## src/rtl/rdcla_seq_ctrl_pkg.sv

```systemverilog
// -----------------------------------------------------------------------------
// rdcla_seq_ctrl_pkg
// Shared definitions for the iterative recursive-doubling carry-lookahead
// adder: KPG code constants, controller state encoding and the propagate test.
//
// KPG encoding (2 bits per bit position):
//   2'b00 kill, 2'b11 generate, 2'b01 / 2'b10 propagate.
// -----------------------------------------------------------------------------
package rdcla_seq_ctrl_pkg;

    localparam logic [1:0] KPG_KILL = 2'b00;
    localparam logic [1:0] KPG_GEN  = 2'b11;

    typedef enum logic [1:0] {
        ST_IDLE = 2'd0,
        ST_ITER = 2'd1,
        ST_DONE = 2'd2
    } state_e;

    // Propagate is the only code whose two bits differ.
    function automatic logic kpg_is_prop(input logic [1:0] code);
        return code[1] ^ code[0];
    endfunction

endpackage

```

## src/rtl/rdcla_kpg_step.sv

```systemverilog
// -----------------------------------------------------------------------------
// rdcla_kpg_step
// One shared combine stage of the recursive-doubling carry-lookahead adder.
// For distance d = 2^dist_sel_i, a propagate code at position i >= d takes the
// code found at position i-d; kill and generate codes are never overwritten.
// Every candidate distance is computed per position and a select mux picks the
// one for the current pass.
//
// Ports:
//   kpg_i       in  2*WIDTH  KPG vector before the pass (pos i at [2i+1:2i])
//   dist_sel_i  in  SEL_W    log2 of the doubling distance for this pass
//   kpg_o       out 2*WIDTH  KPG vector after the pass
// -----------------------------------------------------------------------------
module rdcla_kpg_step
    import rdcla_seq_ctrl_pkg::*;
#(
    parameter int WIDTH  = 16,
    parameter int STAGES = $clog2(WIDTH),
    parameter int SEL_W  = (STAGES > 1) ? $clog2(STAGES) : 1
) (
    input  logic [2*WIDTH-1:0] kpg_i,
    input  logic [SEL_W-1:0]   dist_sel_i,
    output logic [2*WIDTH-1:0] kpg_o
);

    for (genvar i = 0; i < WIDTH; i++) begin : g_pos
        logic [1:0] cand_s [STAGES];
        logic [1:0] sel_s;

        for (genvar k = 0; k < STAGES; k++) begin : g_dist
            // Positions below the distance have no source and keep their code.
            if (i >= (1 << k)) begin : g_shift
                assign cand_s[k] = kpg_is_prop(kpg_i[2*i +: 2])
                                 ? kpg_i[2*(i - (1 << k)) +: 2]
                                 : kpg_i[2*i +: 2];
            end else begin : g_keep
                assign cand_s[k] = kpg_i[2*i +: 2];
            end
        end

        // Distance select mux for this position.
        always_comb begin
            sel_s = cand_s[0];
            for (int k = 1; k < STAGES; k++) begin
                sel_s = (dist_sel_i == SEL_W'(k)) ? cand_s[k] : sel_s;
            end
        end

        assign kpg_o[2*i +: 2] = sel_s;
    end

endmodule

```

## src/rtl/rdcla_seq_ctrl.sv

```systemverilog
// -----------------------------------------------------------------------------
// rdcla_seq_ctrl
// Iterative sequencer for a recursive-doubling carry-lookahead adder. Accepts
// one operand pair, runs STAGES doubling passes through a single shared KPG
// combine stage, then resolves carries against carry-in and presents the sum.
//
// Ports:
//   clk        in   rising-edge clock
//   rst_n      in   asynchronous active-low reset
//   in_valid   in   operand pair present
//   in_ready   out  high in IDLE only
//   a, b       in   WIDTH-bit operands (sampled only on the accept edge)
//   cin        in   carry-in (sampled only on the accept edge)
//   out_valid  out  high in DONE
//   out_ready  in   consumer accepts the result
//   sum        out  a+b+cin modulo 2^WIDTH
//   cout       out  carry out of bit WIDTH-1
//   busy       out  high in ITER or DONE
//   ovf        out  signed overflow, only when RDCLA_OVF_EN is defined
//
// Build option: RDCLA_OVF_EN adds the ovf port and the operand sign registers.
// -----------------------------------------------------------------------------
module rdcla_seq_ctrl
    import rdcla_seq_ctrl_pkg::*;
#(
    parameter int WIDTH  = 16,
    parameter int STAGES = $clog2(WIDTH)
) (
    input  logic             clk,
    input  logic             rst_n,
    input  logic             in_valid,
    output logic             in_ready,
    input  logic [WIDTH-1:0] a,
    input  logic [WIDTH-1:0] b,
    input  logic             cin,
    output logic             out_valid,
    input  logic             out_ready,
    output logic [WIDTH-1:0] sum,
    output logic             cout,
    output logic             busy
`ifdef RDCLA_OVF_EN
   ,output logic             ovf
`endif
);

    localparam int SEL_W = (STAGES > 1) ? $clog2(STAGES) : 1;

    state_e             state_q, state_d;
    logic [SEL_W-1:0]   cnt_q, cnt_d;
    logic [2*WIDTH-1:0] kpg_q, kpg_d;
    logic [WIDTH-1:0]   p_q, p_d;
    logic               cin_q, cin_d;
    logic [2*WIDTH-1:0] kpg_step_s;
    logic [2*WIDTH-1:0] kpg_init_s;
    logic [WIDTH-1:0]   resolved_s;
    logic [WIDTH-1:0]   carry_s;

    rdcla_kpg_step #(
        .WIDTH  (WIDTH),
        .STAGES (STAGES),
        .SEL_W  (SEL_W)
    ) u_kpg_step (
        .kpg_i      (kpg_q),
        .dist_sel_i (cnt_q),
        .kpg_o      (kpg_step_s)
    );

    // Interleave operand bits into the initial KPG vector {a[i], b[i]}.
    always_comb begin
        kpg_init_s = '0;
        for (int i = 0; i < WIDTH; i++) begin
            kpg_init_s[2*i +: 2] = {a[i], b[i]};
        end
    end

    // Next-state logic: accept, doubling passes, result hold.
    always_comb begin
        state_d = state_q;
        cnt_d   = cnt_q;
        kpg_d   = kpg_q;
        p_d     = p_q;
        cin_d   = cin_q;
        case (state_q)
            ST_IDLE: begin
                if (in_valid) begin
                    kpg_d   = kpg_init_s;
                    p_d     = a ^ b;
                    cin_d   = cin;
                    cnt_d   = '0;
                    state_d = ST_ITER;
                end else begin
                    state_d = ST_IDLE;
                end
            end
            ST_ITER: begin
                kpg_d = kpg_step_s;
                cnt_d = cnt_q + SEL_W'(1);
                if (cnt_q == SEL_W'(STAGES - 1)) begin
                    state_d = ST_DONE;
                end else begin
                    state_d = ST_ITER;
                end
            end
            ST_DONE: begin
                if (out_ready) begin
                    state_d = ST_IDLE;
                end else begin
                    state_d = ST_DONE;
                end
            end
            default: begin
                state_d = ST_IDLE;
            end
        endcase
    end

    // State, pass counter and datapath registers.
    always_ff @(posedge clk or negedge rst_n) begin
        if (!rst_n) begin
            state_q <= ST_IDLE;
            cnt_q   <= '0;
            kpg_q   <= '0;
            p_q     <= '0;
            cin_q   <= 1'b0;
        end else begin
            state_q <= state_d;
            cnt_q   <= cnt_d;
            kpg_q   <= kpg_d;
            p_q     <= p_d;
            cin_q   <= cin_d;
        end
    end

    // Carry resolution: a propagate left after all passes reaches bit 0,
    // so it carries whatever the carry-in was.
    always_comb begin
        resolved_s = '0;
        for (int i = 0; i < WIDTH; i++) begin
            if (kpg_q[2*i +: 2] == KPG_GEN) begin
                resolved_s[i] = 1'b1;
            end else if (kpg_q[2*i +: 2] == KPG_KILL) begin
                resolved_s[i] = 1'b0;
            end else begin
                resolved_s[i] = cin_q;
            end
        end
    end

    assign carry_s   = {resolved_s[WIDTH-2:0], cin_q};
    assign sum       = p_q ^ carry_s;
    assign cout      = resolved_s[WIDTH-1];
    assign in_ready  = (state_q == ST_IDLE);
    assign out_valid = (state_q == ST_DONE);
    assign busy      = (state_q == ST_ITER) || (state_q == ST_DONE);

`ifdef RDCLA_OVF_EN
    logic a_msb_q;
    logic b_msb_q;

    // Operand sign bits captured on the accept edge.
    always_ff @(posedge clk or negedge rst_n) begin
        if (!rst_n) begin
            a_msb_q <= 1'b0;
            b_msb_q <= 1'b0;
        end else if ((state_q == ST_IDLE) && in_valid) begin
            a_msb_q <= a[WIDTH-1];
            b_msb_q <= b[WIDTH-1];
        end else begin
            a_msb_q <= a_msb_q;
            b_msb_q <= b_msb_q;
        end
    end

    assign ovf = out_valid && (a_msb_q == b_msb_q) && (sum[WIDTH-1] != a_msb_q);
`endif

endmodule

```

## config.mk

```make
export PLATFORM = sky130hd
export DESIGN_NAME = rdcla_seq_ctrl
export DESIGN_NICKNAME = d
export VERILOG_FILES = /design/src/rtl/rdcla_seq_ctrl_pkg.sv /design/src/rtl/rdcla_kpg_step.sv /design/src/rtl/rdcla_seq_ctrl.sv
export SDC_FILE = /design/constraint.sdc
export NUM_CORES = 1
export LEC_CHECK = 0
export CAP_MARGIN = 5
export CORE_ASPECT_RATIO = 1.4
export CORE_MARGIN = 5
export CORE_UTILIZATION = 51
export DETAILED_ROUTE_END_ITERATION = 8
export GPL_ROUTABILITY_DRIVEN = 0
export PLACE_DENSITY = 0.78
export REMOVE_ABC_BUFFERS = 1
export SYNTH_ARGS = -nofsm -noshare
export SYNTH_HDL_FRONTEND = slang
export SYNTH_SLANG_ARGS = --single-unit
export TNS_END_PERCENT = 30
```

## constraint.sdc

```tcl
create_clock -name clk -period 1.7 [get_ports clk]
set_input_delay 0.255 -clock clk [delete_from_list [all_inputs] [get_ports clk]]
set_output_delay 0.255 -clock clk [all_outputs]
set_load 0.02 [all_outputs]
```

==> summary.txt <==
Outcome
  • Status: finished with violations
  • Failing checks: negative setup slack

Cells and area
  • # diodes: 0
  • Proportion of layout cells with a drive suffix above 1: 0.315
  • Fill cell count: 515
  • Area of the multi-input gates: 2810 um^2
  • Fin cells: 705
  • Area growth syn-to-layout: 41.2%
  • Final core occ: 0.736
  • Layout Nets: 678
  • Reg area: 1330 um^2

Floorplanning
  • Core ar.: 8150 um^2
  • Rows: 39
  • Chip height: 118 um
  • IO Pins: 57
  • Full die area: 10300 um^2
  • Initial Util: 0.521
  • Die width: 87.1 um

Power and ir drop
  • Max IR drop VDD: 1.62 mV
  • Static Leakage: 2.73 nW
  • Total chip power: 14.4 mW
  • PwrDens: 2410 nW/um^2

Timing
  • Max Clk Rate: 566 MHz
  • Total negative slack: -0.373 ns
  • Final hold violation count: 0
  • Relative slew slack: 0.786
  • Final period utilization: 1.04
  • RSZ-0062 raised after global routing: yes
  • Final slew viol count: 0
  • Worst-Margin Slew: 0.318 ns
  • Count of final setup violators: 13
  • Setup ws final: -0.0655 ns
  • Fin crit period: 1.77 ns
  • Final Skew: 0.00633 ns

Yosys
  • Number of synthesized register bits: 53
  • Syn avg cell area: 8.91 um^2
  • YS warnings: 0
  • Cells after Synth: 477
  • Number of distinct library cells after synthesis: 29
  • Syn Std Cell Area: 4250 um^2
  • Sequential area share after synthesis: 0.312

Routing
  • Iteration-0 DRC Markers: 313
  • Final ANT Viol Nets: 0
  • Routed vias/inst: 5.70
  • Final WL: 12.7 mm
  • Total number of vias: 4022
  • DR pass1 iterations: 5
  • DRC errors left: 0
  • Routed len/inst: 18.0 um

Critical path
  • Required time worst endpoint: 1.89 ns
  • Crit Path Category: flip-flop to flip-flop
  • Reg2reg start: cnt_q[0]
  • CP Launch Point: cnt_q[0]
  • Startpoint Class: flip-flop
  • Reg-to-reg slack, setup: -0.07 ns
  • Critical path endpoint category: flip-flop
  • Critical-path maximum fanout: 8
  • CP Data Arrival Time: 1.96 ns

Clock tree
  • Clock buffer count from CTS: 5
  • CTS tree: built
  • Clock Latency Late Sink: 0.31 ns
  • Clk sinks: 53
  • Clock Path Buffers: 2
  • Htree depth: 2
  • CTS clk-pin slew, worst paths: 0.07 ns
  • Root Buffer: clkbuf_16

Place
  • DP HPWL: 8.50 mm
  • Placed instance count: 682
  • PortBufs: 56

Min path
  • Min-delay worst type: input port to asynchronous set/reset pin

Global route
  • Vias in the first global route: 4031
  • Total Routing Usage GR: 0.227
  • Largest net degree at the start of global routing: 54
  • Global-route wire length before repair: 18.6 mm
  • Remaining global-route overflow: 0
  • Initial antenna violation count: 0

Job
  • Max cap viols: 0
[where the power goes]
group	leakage [nW]	switching [mW]	internal (mW)
Clock	0.0799	0.493	0.626
Combinational	2.02	5.35	5.46
Sequential	0.631	0.567	1.94
Total	2.73	6.41	8.02
[metrics by stage]
| step | worst slack [ns] | area, um^2 | hold slack, ns |
|---|---|---|---|
| detailed placement | -0.304 | 5420 | 0.278 |
| floorplan | -1.11 | 4110 | -0.0406 |
| finish | -0.0655 | 6000 | 0.453 |
| global placement | -0.270 | 5420 | 0.274 |
| global route | -0.115 | 6000 | 0.513 |
| CTS | -0.0637 | 5610 | 0.492 |
[sequential cells by signal, indices dropped and copies added (netlist names)]
| name | flops |
|---|---|
| cnt_q | 2 |
| state_q | 2 |
| p_q | 16 |
| kpg_q | 32 |
| cin_q | 1 |
[critical path, cell delays in order (launching register included)]
cell,delay [ns]
dfrtp_2,0.44
inv_1,0.07
ha_1,0.24
nand2b_1,0.33
o221ai_1,0.26
mux2_4,0.32
[layout by cell type, fill, tap and decap left out, types with 5 or more instances in the layout]
cell type	synthesis	layout
and2_1	9	5
mux2_4	0	9
mux2_2	30	21
o21ai_0	22	21
nand3_1	10	8
o211ai_1	16	16
ha_4	0	5
mux2i_1	16	15
buf_6	0	9
ha_1	39	34
a31oi_1	24	23
buf_4	5	86
inv_2	0	6
clkdlybuf4s50_1	0	35
xnor2_1	30	29
nor2_1	6	6
o221ai_1	8	8
nand2_1	19	19
clkbuf_16	0	9
buf_12	0	5
nand2b_1	29	29
nor2b_1	21	20
a21oi_2	0	8
inv_1	61	55
dfrtp_1	53	50
a21oi_1	44	33
[final timing paths]
kind,to,cells after the start
min in group clk,p_q[4],2
max in group asynchronous,state_q[0],3
max,kpg_q[10],5
min,p_q[11],3
min reg2reg,p_q[4],2
max reg2reg,kpg_q[10],5
[area by class of cell]
class                      instances  share of cell area
tap                              102              0.0213
timing repair buffer             145               0.224
multi-input combinational        336               0.469
clock buffer                       7              0.0254
clock inverter                     1            0.000834
sequential                        53               0.222
inverter                          61              0.0382
[Yosys cell counts]
cell type	number	area (um^2)
dfrtp_1	53	1330
a31oi_1	24	150
o221ai_1	8	70.1
o21ai_0	22	110
mux2i_2	1	13.8
a21o_1	1	7.51
buf_2	12	60.1
nor2b_1	21	131
ha_1	39	488
maj3_1	1	10.0
and2_1	9	56.3
a21oi_1	44	220
o21a_1	1	7.51
nor2_1	6	22.5
a211oi_2	1	12.5
nand3_1	10	50.1
nand2_1	19	71.3
mux2_2	30	338
inv_1	61	229
buf_4	5	37.5
xnor2_1	30	263
mux2i_1	16	160
clkbuf_1	9	33.8
nor3_2	4	40.0
xor2_1	2	17.5
buf_1	1	3.75
nand2b_1	29	181
o41ai_1	2	17.5
o211ai_1	16	120
[metal layers]
layer | track usage | vias to the layer above | share of wire
li1 | - | 1864 | -
met1 | 0.241 | 1929 | 0.36
met2 | 0.413 | 182 | 0.53
met3 | 0.0392 | 47 | 0.060
met4 | 0.115 | 0 | 0.051
met5 | 0 | - | 0
[cells by family after synthesis]
kind of cell / share of synthesized area
buffers and inverters: 0.0857
XOR/XNOR: 0.0660
adder cells (fa/ha/maj): 0.117
AND/OR/NAND/NOR: 0.130
flip-flops: 0.312
AO/OA/AOI/OAI: 0.168
multiplexers: 0.120
[repair_timing]
item | CTS | global route
setup buffers | 2 | 8
endpoints found under the hold margin | 53 | 0
pin swaps | 6 | 25
resized for setup | 118 | 57
endpoints found under the setup margin | 50 | 51
cloned | 0 | 4
hold buffers | 1 | 0
Power figures use the tool's default switching activity.
